$ cat src/rtl/ttl_universal_shift_reg_pkg.sv
// Shared definitions for the parametrised TTL successor models.
// Mode encodings are reused by other register/counter chips in the lab set.
package ttl_universal_shift_reg_pkg;

    typedef enum logic [2:0] {
        MODE_HOLD = 3'b000,
        MODE_SHR  = 3'b001,
        MODE_SHL  = 3'b010,
        MODE_LOAD = 3'b011,
        MODE_ROTR = 3'b100,
        MODE_ROTL = 3'b101,
        MODE_UP   = 3'b110,
        MODE_DOWN = 3'b111
    } mode_e;

    localparam int WIDTH_MIN = 2;
    localparam int WIDTH_MAX = 32;

    // Terminal-count detect shared by every cascadable counter model.
    function automatic logic carry_out(input logic       en,
                                       input logic [2:0] mode,
                                       input logic       all_ones,
                                       input logic       all_zero);
        return en && (((mode == MODE_UP) && all_ones) ||
                      ((mode == MODE_DOWN) && all_zero));
    endfunction

endpackage

$ cat src/rtl/ttl_universal_shift_reg.sv
// WIDTH-bit universal shift register / counter: hold, shift, rotate, load,
// up/down count, complementary outputs and ripple carry for cascading.
module ttl_universal_shift_reg
    import ttl_universal_shift_reg_pkg::*;
#(
    parameter int               WIDTH = 4,
    parameter logic [WIDTH-1:0] INIT  = '0
) (
    input  logic             clk,
    input  logic             clr_n,
    input  logic             en,
    input  logic [2:0]       mode,
    input  logic             dsr,
    input  logic             dsl,
    input  logic [WIDTH-1:0] d,
    output logic [WIDTH-1:0] q,
    output logic [WIDTH-1:0] qn,
    output logic             rco,
    output logic             ser_out_msb,
    output logic             ser_out_lsb
);

    if (WIDTH < WIDTH_MIN || WIDTH > WIDTH_MAX) begin : g_bad_width
        $error("ttl_universal_shift_reg: WIDTH out of range 2..32");
    end

    logic [WIDTH-1:0] q_q;
    logic [WIDTH-1:0] q_d;

    always_ff @(posedge clk or negedge clr_n) begin
        if (!clr_n) begin
            q_q <= INIT;
        end else begin
            q_q <= q_d;
        end
    end

    // SHR moves data toward the MSB (74194 QA->QD); an unknown mode
    // deliberately propagates X into q instead of being masked.
    always_comb begin
        q_d = q_q;
        if (en) begin
            case (mode)
                MODE_HOLD: q_d = q_q;
                MODE_SHR:  q_d = {q_q[WIDTH-2:0], dsr};
                MODE_SHL:  q_d = {dsl, q_q[WIDTH-1:1]};
                MODE_LOAD: q_d = d;
                MODE_ROTR: q_d = {q_q[WIDTH-2:0], q_q[WIDTH-1]};
                MODE_ROTL: q_d = {q_q[0], q_q[WIDTH-1:1]};
                MODE_UP:   q_d = q_q + WIDTH'(1);
                MODE_DOWN: q_d = q_q - WIDTH'(1);
                default:   q_d = 'x;
            endcase
        end
    end

    assign q           = q_q;
    assign qn          = ~q_q;
    assign ser_out_msb = q_q[WIDTH-1];
    assign ser_out_lsb = q_q[0];
    assign rco         = carry_out(en, mode, &q_q, ~|q_q);

endmodule
$ cat config.mk
export PLATFORM = sky130hd
export DESIGN_NAME = ttl_universal_shift_reg
export DESIGN_NICKNAME = d
export VERILOG_FILES = /design/src/rtl/ttl_universal_shift_reg_pkg.sv /design/src/rtl/ttl_universal_shift_reg.sv
export SDC_FILE = /design/constraint.sdc
export NUM_CORES = 1
export LEC_CHECK = 0
export ABC_AREA = 1
export CAP_MARGIN = 20
export CELL_PAD_IN_SITES_DETAIL_PLACEMENT = 1
export CELL_PAD_IN_SITES_GLOBAL_PLACEMENT = 1
export CORE_ASPECT_RATIO = 1.4
export CORE_MARGIN = 10
export CORE_UTILIZATION = 27
export DETAILED_ROUTE_END_ITERATION = 8
export PLACE_DENSITY = 0.88
export SLEW_MARGIN = 30
export SYNTH_ARGS = -nofsm -noshare
export SYNTH_HDL_FRONTEND = slang
export SYNTH_SLANG_ARGS = --single-unit
$ cat constraint.sdc
create_clock -name clk -period 1.9 [get_ports clk]
set_input_delay 0.57 -clock clk [delete_from_list [all_inputs] [get_ports clk]]
set_output_delay 0.57 -clock clk [all_outputs]
set_load 0.05 [all_outputs]
=== After elaboration in Yosys (flattened, before gate mapping) ===
Cells that the tools add are included.

* Input port bits: 12
* Flip-flop bits (word level): 4
* Output and inout port bits: 11
* Word-level logic and storage cells: 22

* Bitwise logic cells: 2
* Equal/unequal tests: 7
* $add $sub $neg: 2
* Mux-type cells: 1
* Reduce and logical (&&, ||, !) cells: 9

{| class="wikitable"
|+ Operator list
! kind !! count
|-
| $pmux 4 s7 || 1
|-
| $eq 3x3->1 const B || 4
|-
| $eq 3x2->1 const B || 2
|-
| $add 4x1->4 const B || 1
|-
| $not 4->4 || 1
|-
| $reduce_and 4->1 || 1
|-
| $reduce_or 4->1 || 1
|-
| $sub 4x1->4 const B || 1
|-
| $eq 3x1->1 const B || 1
|-
| $logic_and 1x1->1 || 3
|-
| $logic_not 3->1 || 1
|-
| $reduce_and 2->1 || 1
|-
| $logic_not 1->1 || 1
|-
| $logic_or 1x1->1 || 1
|-
| $not 1->1 || 1
|}

=== Depth between registers and ports, before layout ===
Gate-level depths: netlist (run 1).

* Depth after elaboration: 5
* Depth in mapped cells: 12
* Gate-level depth less buffers: 11

=== Least setup slack after synthesis (run 1) ===
OpenSTA, ideal clock, no wires.

* Kind: register to output
* Start: reg q_q[3], in the netlist q[3]
* End: out rco
* Cell stages (with the launch flop): 5
* Buffers on the path: 0
* Arrival time: 1,782 ps
* Data required time: 1,330 ps
* Slack: -452 ps
* Path through: dfrtp_1 > inv_1 > nand4_1 > nor2_1 > o21a_1

* Word-level cells in the longest chain between the ends: 5
* Elaborated cells between the ends (all ways): 7
* Those cells by class: reduce/logical: 7

{| class="wikitable"
|+ Ends and longest elaborated chain
! item !! line !! text
|-
| start: declaration || ttl_universal_shift_reg.sv:27 || <nowiki>logic [WIDTH-1:0] q_q;</nowiki>
|-
| start signal: assignment || ttl_universal_shift_reg.sv:34 || <nowiki>q_q <= q_d;</nowiki>
|-
| $reduce_or 4->1 || ttl_universal_shift_reg.sv:61 || <nowiki>assign rco = carry_out(en, mode, &q_q, ~|q_q);</nowiki>
|-
| $logic_not 1->1 || ttl_universal_shift_reg.sv:61 ||
|-
| $logic_and 1x1->1 || ttl_universal_shift_reg_pkg.sv:25 || <nowiki>((mode == MODE_DOWN) && all_zero));</nowiki>
|-
| $logic_or 1x1->1 (*) || ttl_universal_shift_reg_pkg.sv:24 || <nowiki>return en && (((mode == MODE_UP) && all_ones) ||</nowiki>
|-
| $logic_and 1x1->1 (*) || ttl_universal_shift_reg_pkg.sv:24 ||
|-
| end: declaration || ttl_universal_shift_reg.sv:18 || <nowiki>output logic rco,</nowiki>
|}

Every way passes the cells marked *; elsewhere a longest branch is shown, timed or not.

=== Worst setup path in the final report (run 1) ===
* Start: in mode[2]
* End: out rco

* Word-level cells in the longest chain between the ends: 4
* Elaborated cells between the ends (all ways): 6
* Those cells by class: eq/ne: 2; reduce/logical: 4

{| class="wikitable"
|+ Ends and longest elaborated chain
! item !! line !! text
|-
| start: declaration || ttl_universal_shift_reg.sv:12 || <nowiki>input logic [2:0] mode,</nowiki>
|-
| $eq 3x3->1 (on tied branches) || ttl_universal_shift_reg_pkg.sv:24, ttl_universal_shift_reg_pkg.sv:25 ||
|-
| $logic_and 1x1->1 (on tied branches) || ttl_universal_shift_reg_pkg.sv:24, ttl_universal_shift_reg_pkg.sv:25 ||
|-
| $logic_or 1x1->1 (*) || ttl_universal_shift_reg_pkg.sv:24 ||
|-
| $logic_and 1x1->1 (*) || ttl_universal_shift_reg_pkg.sv:24 ||
|}

Marks and branches as above.

==> results of run 1 <==
==> power breakdown <==
group | switching [mW] | internal [mW]
clock | 0.0358 | 0.0707
sequential | 0.0329 | 0.106
combinational | 0.383 | 0.326
==> synth_stat cells, drive strengths merged <==
library cell	number
nand3	13
o21ai	4
o21a	1
nor3	1
and3	1
a21oi	6
xor2	1
buf	5
inv	11
ha	1
nand2	21
o22ai	1
nor2	4
a22oi	2
nand4	3
dfrtp	4
==> cell type report <==
| class | instances | area, sq um |
|---|---|---|
| fill | 211 | 653.1 |
| timing repair buffer | 50 | 539.3 |
| multi-input combinational | 59 | 397.9 |
| sequential | 4 | 105.1 |
| inverter | 11 | 58.81 |
| tap | 20 | 25.02 |
| clock buffer | 3 | 22.52 |
==> timing repair <==
action | CTS | global route
pin swaps | 2 | 6
buffers inserted | 11 | 4
setup endpoints to repair | 4 | 4
hold endpoints to repair | 0 | 0
resized for setup | 17 | 11
==> worst register-to-register path, stage by stage, from the launching register on <==
cell,delay (ns)
dfrtp_2,0.43
clkinvlp_4,0.14
buf_6,0.14
xor2_1,0.15
ha_2,0.18
nor2_1,0.11
nand4_1,0.14
nand2_1,0.11
nand2_1,0.07
nand3_2,0.06
nand3_1,0.08
nand2_1,0.08
inv_1,0.04
==> layer usage <==
layer  share of wire  track usage  vias to the layer above
met1            0.35       0.1347                      387
met2            0.60       0.2950                       25
li1                -            -                      358
met5               0            0                        -
met4           0.017      0.07853                        0
met3           0.034      0.02265                        6
==> layout by cell type (no fill, tap or decap), types with 4 or more instances in the layout <==
master           instances
clkinvlp_4               4
nand2_1                 18
nand3_1                  6
buf_12                  11
buf_4                   28
a21oi_1                  5
nand3_2                  5
clkbuf_4                 4
clkdlybuf4s50_1          7
dfrtp_2                  4
==> worst min path at each step <==
stage	end	slack [ns]	cells past startpoint
after floorplan	q[0]	0.27	0
after global placement	q[0]	0.68	3
after detailed placement	q[0]	0.68	3
after CTS	q[2]	0.53	1
after global routing	q[2]	0.54	1
final	q[2]	0.54	1
==> through the flow <==
step	power [mW]	instance area, sq um	setup WS (ns)	hold slack, ns
after floorplan	0.4452	564.3	-0.1290	0.2744
after global placement	0.7255	968.4	-0.4438	0.6752
after detailed placement	0.7447	968.4	-0.4483	0.6774
after CTS	0.9028	1069	0.009489	0.5324
after global routing	1.001	1149	-0.06090	0.5355
final	0.9550	1149	-0.01531	0.5423
==> logic make-up (layout without fill, tap and decap cells) <==
logic type | count (synthesis) | after routing
AO/OA/AOI/OAI | 14 | 14
XOR/XNOR | 1 | 1
adder cells (fa/ha/maj) | 1 | 1
buffers and inverters | 16 | 64
flip-flops | 4 | 4
AND/OR/NAND/NOR | 43 | 43
==> results.yml, run 1 <==
outcome:
  status: "finished, violations left"
  failed_checks: "negative setup slack"
timing:
  skew_ns: 0.004999
  min_period_ns: 1.915
  max_freq_mhz: 522.1
  hold_violations: 0
  timing.setup.tns_ns: -0.01531
  post-route-period-util: 1.008
  drv_slew: 0
  finalSetupViolations: 1
  finalWorstSetupSlack_ns: -0.01531
  grt_setup_unrepaired: "yes"
  slew_headroom: 0.8081
  worstMarginPinSlew_ns: 0.2848
global_routing:
  first_global_vias: 932
  grt.total_usage: 0.1473
  gr-total-overflow: 0
  grt_antenna_before_repair: 0
  grt_max_degree: 8
  grt_pass1_wl_um: 4823
yosys:
  synth_adder_area_share: 0.02387
  synth_top_family_by_area: "simple AND/OR/NAND/NOR gates"
  synth-seq-area-share: 0.1909
  syn_area_per_cell_sq_um: 6.636
  mappedNetlistArea_sq_um: 524.3
  syn_inst: 79
  syn_nets: 92
  synthTopCellsByArea: "dfrtp_1 (19%), nand2_1 (14%), nand3_1 (11%)"
  yosysTopAreaCell: "dfrtp_1"
  synth_simple_gate_area_share: 0.4081
  synth.area.mux_share: 0
  synth_top_area_share: 0.1909
  ys.warnings.count: 0
  synth_compound_area_frac: 0.1885
  ys_ff_latch: 4
  synth_xor_area_frac: 0.01671
  synth_cell_types: 25
routing:
  drtAntennaViolNets: 0
  drc: 0
  wl_per_cell_um: 21.14
  drtIter0Drc: 20
  dr.pass1.iters: 4
  vias: 776
  drt-total-wl_um: 3107
  routed_via_density: 5.279
clocking:
  root_buffer: "clkbuf_4"
  cts_sinks: 4
  h-tree-depth: 1
  cts_tree: "built"
  clk_pin_slew_ns: 0.04
  cts_buffers: 3
  ctsHoldBuffers: 0
  clock_latency_ns: 0.24
  ctsLongestPathBuffers: 2
power_and_ir_drop:
  power_density_mw_per_mm2: 831.5
  peakVddDrop_v: 0.0005805
  leakage_nw: 0.5205
layout:
  layout-drive-gt1-share: 0.5906
  fin_cells: 147
  largest_reg_flops: 4
  areaGrowthSynthToFinish_pct: 119.1
  antennaDiodeCount: 0
  fin_util: 0.6375
  nNetsFinal: 142
worst_setup_path:
  crit_chain: "clkbuf_4, nand4_1, nor2_2, o21a_4, buf_12"
  arrival_ns: 1.35
  cp_data_required_time_ns: 1.33
  cp-startpoint: "mode[2]"
  crit_buf_inv: 2
  crit_type: "input port to primary output"
  crit_end: "rco"
  crit_path_max_incr_delay_ns: 0.18
  reg2regPathDepth: 12
  critical-path-top-delay-family: "simple AND/OR/NAND/NOR gates"
  r2r-start: "q[1]"
  crit_path_max_fanout: 4
  r2r-end: "q[2]"
  path_depth: 5
  slowest_stage: "nor2_2"
  r2r_slack_ns: 0.06
  end_kind: "primary output"
  startpoint_type: "input port"
floorplan:
  die_area_sq_mm: 0.004129
  die_x_um: 57.24
  placeableCoreArea_sq_mm: 0.001802
  start_util: 0.2910
  dieHeight_um: 72.14
  rows: 18
  io_pins: 23
placement:
  routabilityCongestion: 0.8674
  dp_hpwl_um: 1991
  dp_cells: 129
  port_buffers: 22
flow_run:
  max-cap-violations: 0
min_path:
  holdCritPathClass: "input port to async pin"
(Power assumes the default switching activity.)
==> run 2: changes to the inputs <==
--- a/config.mk
+++ b/config.mk
@@ -5,16 +5,16 @@
 export SDC_FILE = /design/constraint.sdc
 export NUM_CORES = 1
 export LEC_CHECK = 0
-export ABC_AREA = 1
 export CAP_MARGIN = 20
 export CELL_PAD_IN_SITES_DETAIL_PLACEMENT = 1
 export CELL_PAD_IN_SITES_GLOBAL_PLACEMENT = 1
 export CORE_ASPECT_RATIO = 1.4
 export CORE_MARGIN = 10
-export CORE_UTILIZATION = 27
+export CORE_UTILIZATION = 28
 export DETAILED_ROUTE_END_ITERATION = 8
 export PLACE_DENSITY = 0.88
 export SLEW_MARGIN = 30
 export SYNTH_ARGS = -nofsm -noshare
 export SYNTH_HDL_FRONTEND = slang
 export SYNTH_SLANG_ARGS = --single-unit
+export TNS_END_PERCENT = 100
==> results.yml, run 2 <==
outcome:
  status: "finished, violations left"
  failed_checks: "negative setup slack"
yosys:
  ys.flop_type: "dfrtp_1"
  synth.most_common_cell: "a21oi_1"
  synth_top_area_share: 0.1887
  yosysTopAreaCell: "dfrtp_1"
  syn_area_per_cell_sq_um: 7.579
  synth_cell_types: 36
  syn_nets: 83
  ys_ff_latch: 4
  syn_inst: 70
  synth_edf_count: 0
  async_flop_share: 1.000
  synth-seq-area-share: 0.1887
  synthTopCellsByArea: "dfrtp_1 (19%), a21oi_1 (7.5%), buf_4 (5.7%)"
  ys_top_cells_by_count: "a21oi_1 (8), inv_1 (5)"
  ys.warnings.count: 0
  mappedNetlistArea_sq_um: 530.5
routing:
  vias: 686
  drc: 0
  drtAntennaViolNets: 0
  routed_via_density: 5.488
  drt-total-wl_um: 2203
  dr.pass1.iters: 4
  wl_per_cell_um: 17.62
  drtIter0Drc: 22
clocking:
  cts_sinks: 4
  h-tree-depth: 1
  clock_latency_ns: 0.25
  ctsHoldBuffers: 0
  ctsLongestPathBuffers: 2
  clk_pin_slew_ns: 0.05
  root_buffer: "clkbuf_4"
  cts_tree: "built"
  cts_buffers: 3
worst_setup_path:
  crit_type: "register to primary output"
  end_kind: "primary output"
  crit_buf_inv: 2
  arrival_ns: 1.58
  crit_chain: "clkinvlp_4, or4_4, a21oi_4, buf_12"
  crit_path_max_fanout: 3
  slowest_stage: "or4_4"
  startpoint_type: "register"
  critical-path-top-delay-family: "simple AND/OR/NAND/NOR gates"
  cp_data_required_time_ns: 1.33
  crit_path_max_incr_delay_ns: 0.52
layout:
  antennaDiodeCount: 0
  areaGrowthSynthToFinish_pct: 91.98
  nNetsFinal: 119
  largest_reg_flops: 4
  layout-drive-gt1-share: 0.4476
  layout_common_cells: "buf_4 (17), buf_12 (11), clkdlybuf4s50_1 (8), a21oi_1 (7)"
  fin_cells: 125
  layout_commonest_cell: "buf_4"
timing:
  timing.setup.tns_ns: -0.2479
  worstMarginPinSlew_ns: 0.2906
  skew_ns: 0.007361
  finalSetupViolations: 1
  finalWorstSetupSlack_ns: -0.2479
  post-route-period-util: 1.130
  grt_setup_unrepaired: "yes"
  slew_headroom: 0.8045
  drv_slew: 0
  hold_violations: 0
  max_freq_mhz: 465.6
  min_period_ns: 2.148
global_routing:
  gr-total-overflow: 0
  grt_pass1_wl_um: 3774
  grt_antenna_before_repair: 0
  first_global_vias: 754
  grt_max_degree: 18
  grt.total_usage: 0.1111
floorplan:
  io_pins: 23
  rows: 18
  die_x_um: 56.79
  dieHeight_um: 71.50
  start_util: 0.2982
  placeableCoreArea_sq_mm: 0.001779
  die_area_sq_mm: 0.004060
power_and_ir_drop:
  power_density_mw_per_mm2: 898.7
  finalPower_mw: 0.9153
  leakage_nw: 0.4302
  peakVddDrop_v: 0.0003954
placement:
  routabilityCongestion: 0.8301
  dp_cells: 119
  dp_hpwl_um: 1710
  dp_worst_setup_slack_ns: -0.5318
  port_buffers: 22
min_path:
  holdCritPathClass: "input port to async pin"
flow_run:
  max-cap-violations: 0
[run 2: changes by cell type after synthesis, sizes merged, moves of 2 or more]
cell,change
buf,+4
nand3,-9
nand2,-17
o21ai,+2
xnor2,+3
nor2,-2
nor2b,+2
inv,-5
a21oi,+2
nand4,-3
a22o,+2
[run 2: what timing repair did]
action / 4_1_cts / 5_1_grt
pin swaps: 5 / 3
setup endpoints to repair: 5 / 3
resized for setup: 12 / 2
setup buffers: 2 / 0
[run 2: cell type report]
cell class                      count  area (sq um)
Clock buffer                        4         26.28
Fill cell                         206         760.7
Inverter                            6         26.28
Multi-Input combinational cell     51         382.9
Sequential cell                     4         103.9
Tap cell                           20         25.02
Timing Repair Buffer               40         454.2
[run 2: per-layer routing]
layer,up-vias,part of all wire,routed length (um),GRT usage
met5,-,0,0,0
met3,5,0.047,103,0.02998
met1,335,0.41,907,0.1208
li1,325,-,-,-
met2,21,0.53,1159,0.1993
met4,0,0.015,33,0.03927
[run 2: logic make-up after synthesis]
kind of cell | after synthesis | share of synthesized area
compound gates | 29 | 0.3703
buf+inv | 15 | 0.1580
simple gates | 15 | 0.1509
flops | 4 | 0.1887
xor+xnor | 3 | 0.04954
mux | 2 | 0.04009
fa+ha+maj | 2 | 0.04245
[run 2: metrics by stage]
step	utilization	hold slack (ns)	cell area, sq um
after CTS	0.5781	0.5272	1028
after global routing	0.5724	0.5277	1018
after global placement	0.5478	0.7271	974.7
after floorplan	-	0.2744	563.0
final	0.5724	0.5240	1018
after detailed placement	0.5478	0.7457	974.7
[run 2: final timing paths]
path	from	end	slack, ns	depth (start not counted)
max	q[2]	rco	-0.25	4
min	clr_n	q[2]	0.52	1
min in group clk	q[2]	q[2]	0.78	3
max in group asynchronous	clr_n	q[3]	1.18	1
max reg2reg	q[1]	q[2]	0.09	8
min reg2reg	q[2]	q[2]	0.78	3
[run 2: power by group]
part           internal (mW)  total [mW]  switching [mW]
combinational          0.312       0.658           0.345
clock                 0.0797       0.128          0.0480
sequential             0.105       0.130          0.0246
==> run 3: changes to the inputs <==
--- a/config.mk
+++ b/config.mk
@@ -13,6 +13,7 @@
 export CORE_UTILIZATION = 28
 export DETAILED_ROUTE_END_ITERATION = 8
 export PLACE_DENSITY = 0.88
+export SKIP_CTS_REPAIR_TIMING = 1
 export SLEW_MARGIN = 30
 export SYNTH_ARGS = -nofsm -noshare
 export SYNTH_HDL_FRONTEND = slang
==> results.yml, run 3 (synthesized netlist as in run 2, its figures left out) <==
placement:
  port_buffers: 22
  routabilityCongestion: 0.8301
  placed_cell_area_sq_um: 974.7
  dp_hpwl_um: 1710
worst_setup_path:
  r2r-end: "q[2]"
  r2r-start: "q[1]"
  crit_type: "register to primary output"
  reg2regPathDepth: 8
  end_kind: "primary output"
  cp-startpoint: "q[2]"
  cp_data_required_time_ns: 1.33
  startpoint_type: "register"
  arrival_ns: 1.62
  r2r_slack_ns: 0.08
  crit_path_max_fanout: 3
clocking:
  root_buffer: "clkbuf_4"
  ctsLongestPathBuffers: 2
  clk_pin_slew_ns: 0.05
  cts_buffers: 3
  clock_latency_ns: 0.25
  cts_tree: "built"
  h-tree-depth: 1
  cts_sinks: 4
timing:
  hold_violations: 0
  finalSetupViolations: 1
  post-route-period-util: 1.155
  min_period_ns: 2.194
  skew_ns: 0.005953
  slew_headroom: 0.8048
  max_freq_mhz: 455.7
  whs_ns: 0.5244
  drv_slew: 0
  grt_setup_unrepaired: "yes"
  finalWorstSetupSlack_ns: -0.2942
  worstMarginPinSlew_ns: 0.2901
layout:
  final_area_sq_mm: 0.001007
  largest_reg_flops: 4
  fin_util: 0.5661
  n_fill_cell: 207
  layout_common_cells: "buf_4 (15), buf_12 (11), clkdlybuf4s50_1 (8), a21oi_1 (6)"
  areaGrowthSynthToFinish_pct: 89.86
  antennaDiodeCount: 0
  nNetsFinal: 117
  layout_commonest_cell: "buf_4"
  layout-drive-gt1-share: 0.4466
floorplan:
  start_util: 0.2982
  placeableCoreArea_sq_mm: 0.001779
  die_area_sq_mm: 0.004060
  die_x_um: 56.79
  rows: 18
  dieHeight_um: 71.50
  io_pins: 23
global_routing:
  grt.total_usage: 0.1055
  grt_pass1_wl_um: 3601
  gr-total-overflow: 0
  grt_max_degree: 18
  first_global_vias: 734
  grt_antenna_before_repair: 0
outcome:
  status: "finished, violations left"
  failed_checks: "negative setup slack"
power_and_ir_drop:
  leakage_nw: 0.4210
  peakVddDrop_v: 0.0003948
  power_density_mw_per_mm2: 907.6
routing:
  drtAntennaViolNets: 0
  drc: 0
  routed_via_density: 5.528
  drt-total-wl_um: 2161
  wl_per_cell_um: 17.57
  dr.pass1.iters: 4
  vias: 680
  drtIter0Drc: 20
flow_run:
  max-cap-violations: 0
min_path:
  holdCritPathClass: "input port to async pin"
## run 3: cell count changes in the layout (fill, tap and decap cells not counted)
cell | before | now
buf_4 | 17 | 15
clkbuf_2 | 2 | 3
a21oi_2 | 0 | 1
a21oi_1 | 7 | 6
buf_2 | 1 | 0
## run 3: critical path, cell delays in order, from the launching register on
cell and delay [ns]:
dfrtp_2 0.40, clkinvlp_4 0.10, or4_4 0.55, a21oi_4 0.18
buf_12 0.15
## run 3: power by group
part / switching (mW) / total [mW] / internal (mW)
logic: 0.346 / 0.657 / 0.311
registers: 0.0246 / 0.130 / 0.105
clock network: 0.0478 / 0.127 / 0.0796
## run 3: worst max-delay path by stage
| stage | end |
|---|---|
| after floorplan | rco |
| after global placement | rco |
| after detailed placement | rco |
| after CTS | rco |
| after global routing | rco |
| final | rco |
## run 3: final cells by class
type | count | area [sq um] | share of cell area
Inverter | 6 | 26.28 | 0.02609
Sequential cell | 4 | 103.9 | 0.1031
Timing Repair Buffer | 38 | 439.2 | 0.4360
Clock buffer | 4 | 26.28 | 0.02609
Tap cell | 20 | 25.02 | 0.02484
Multi-Input combinational cell | 51 | 386.6 | 0.3838
## run 3: per-layer routing
layer | global-route usage | routed length, um | vias to the layer above | part of all wire
met4 | 0.03665 | 28 | 0 | 0.013
met2 | 0.1895 | 1131 | 21 | 0.52
met1 | 0.1119 | 891 | 333 | 0.41
met5 | 0 | 0 | - | 0
met3 | 0.03351 | 109 | 5 | 0.050
li1 | - | - | 321 | -
## run 3: per-stage QoR
| stage | std cells | worst slack [ns] | power, mW | TNS, ns |
|---|---|---|---|---|
| 2_1_floorplan | 70 | -0.5647 | 0.4554 | -0.5647 |
| 3_3_place_gp | 119 | -0.5103 | 0.7557 | -1.793 |
| 3_5_place_dp | 119 | -0.5318 | 0.7731 | -2.209 |
| 4_1_cts | 123 | -0.5297 | 0.9032 | -1.230 |
| 5_1_grt | 123 | -0.3585 | 0.9627 | -0.3665 |
| 6_report | 123 | -0.2942 | 0.9141 | -0.2942 |
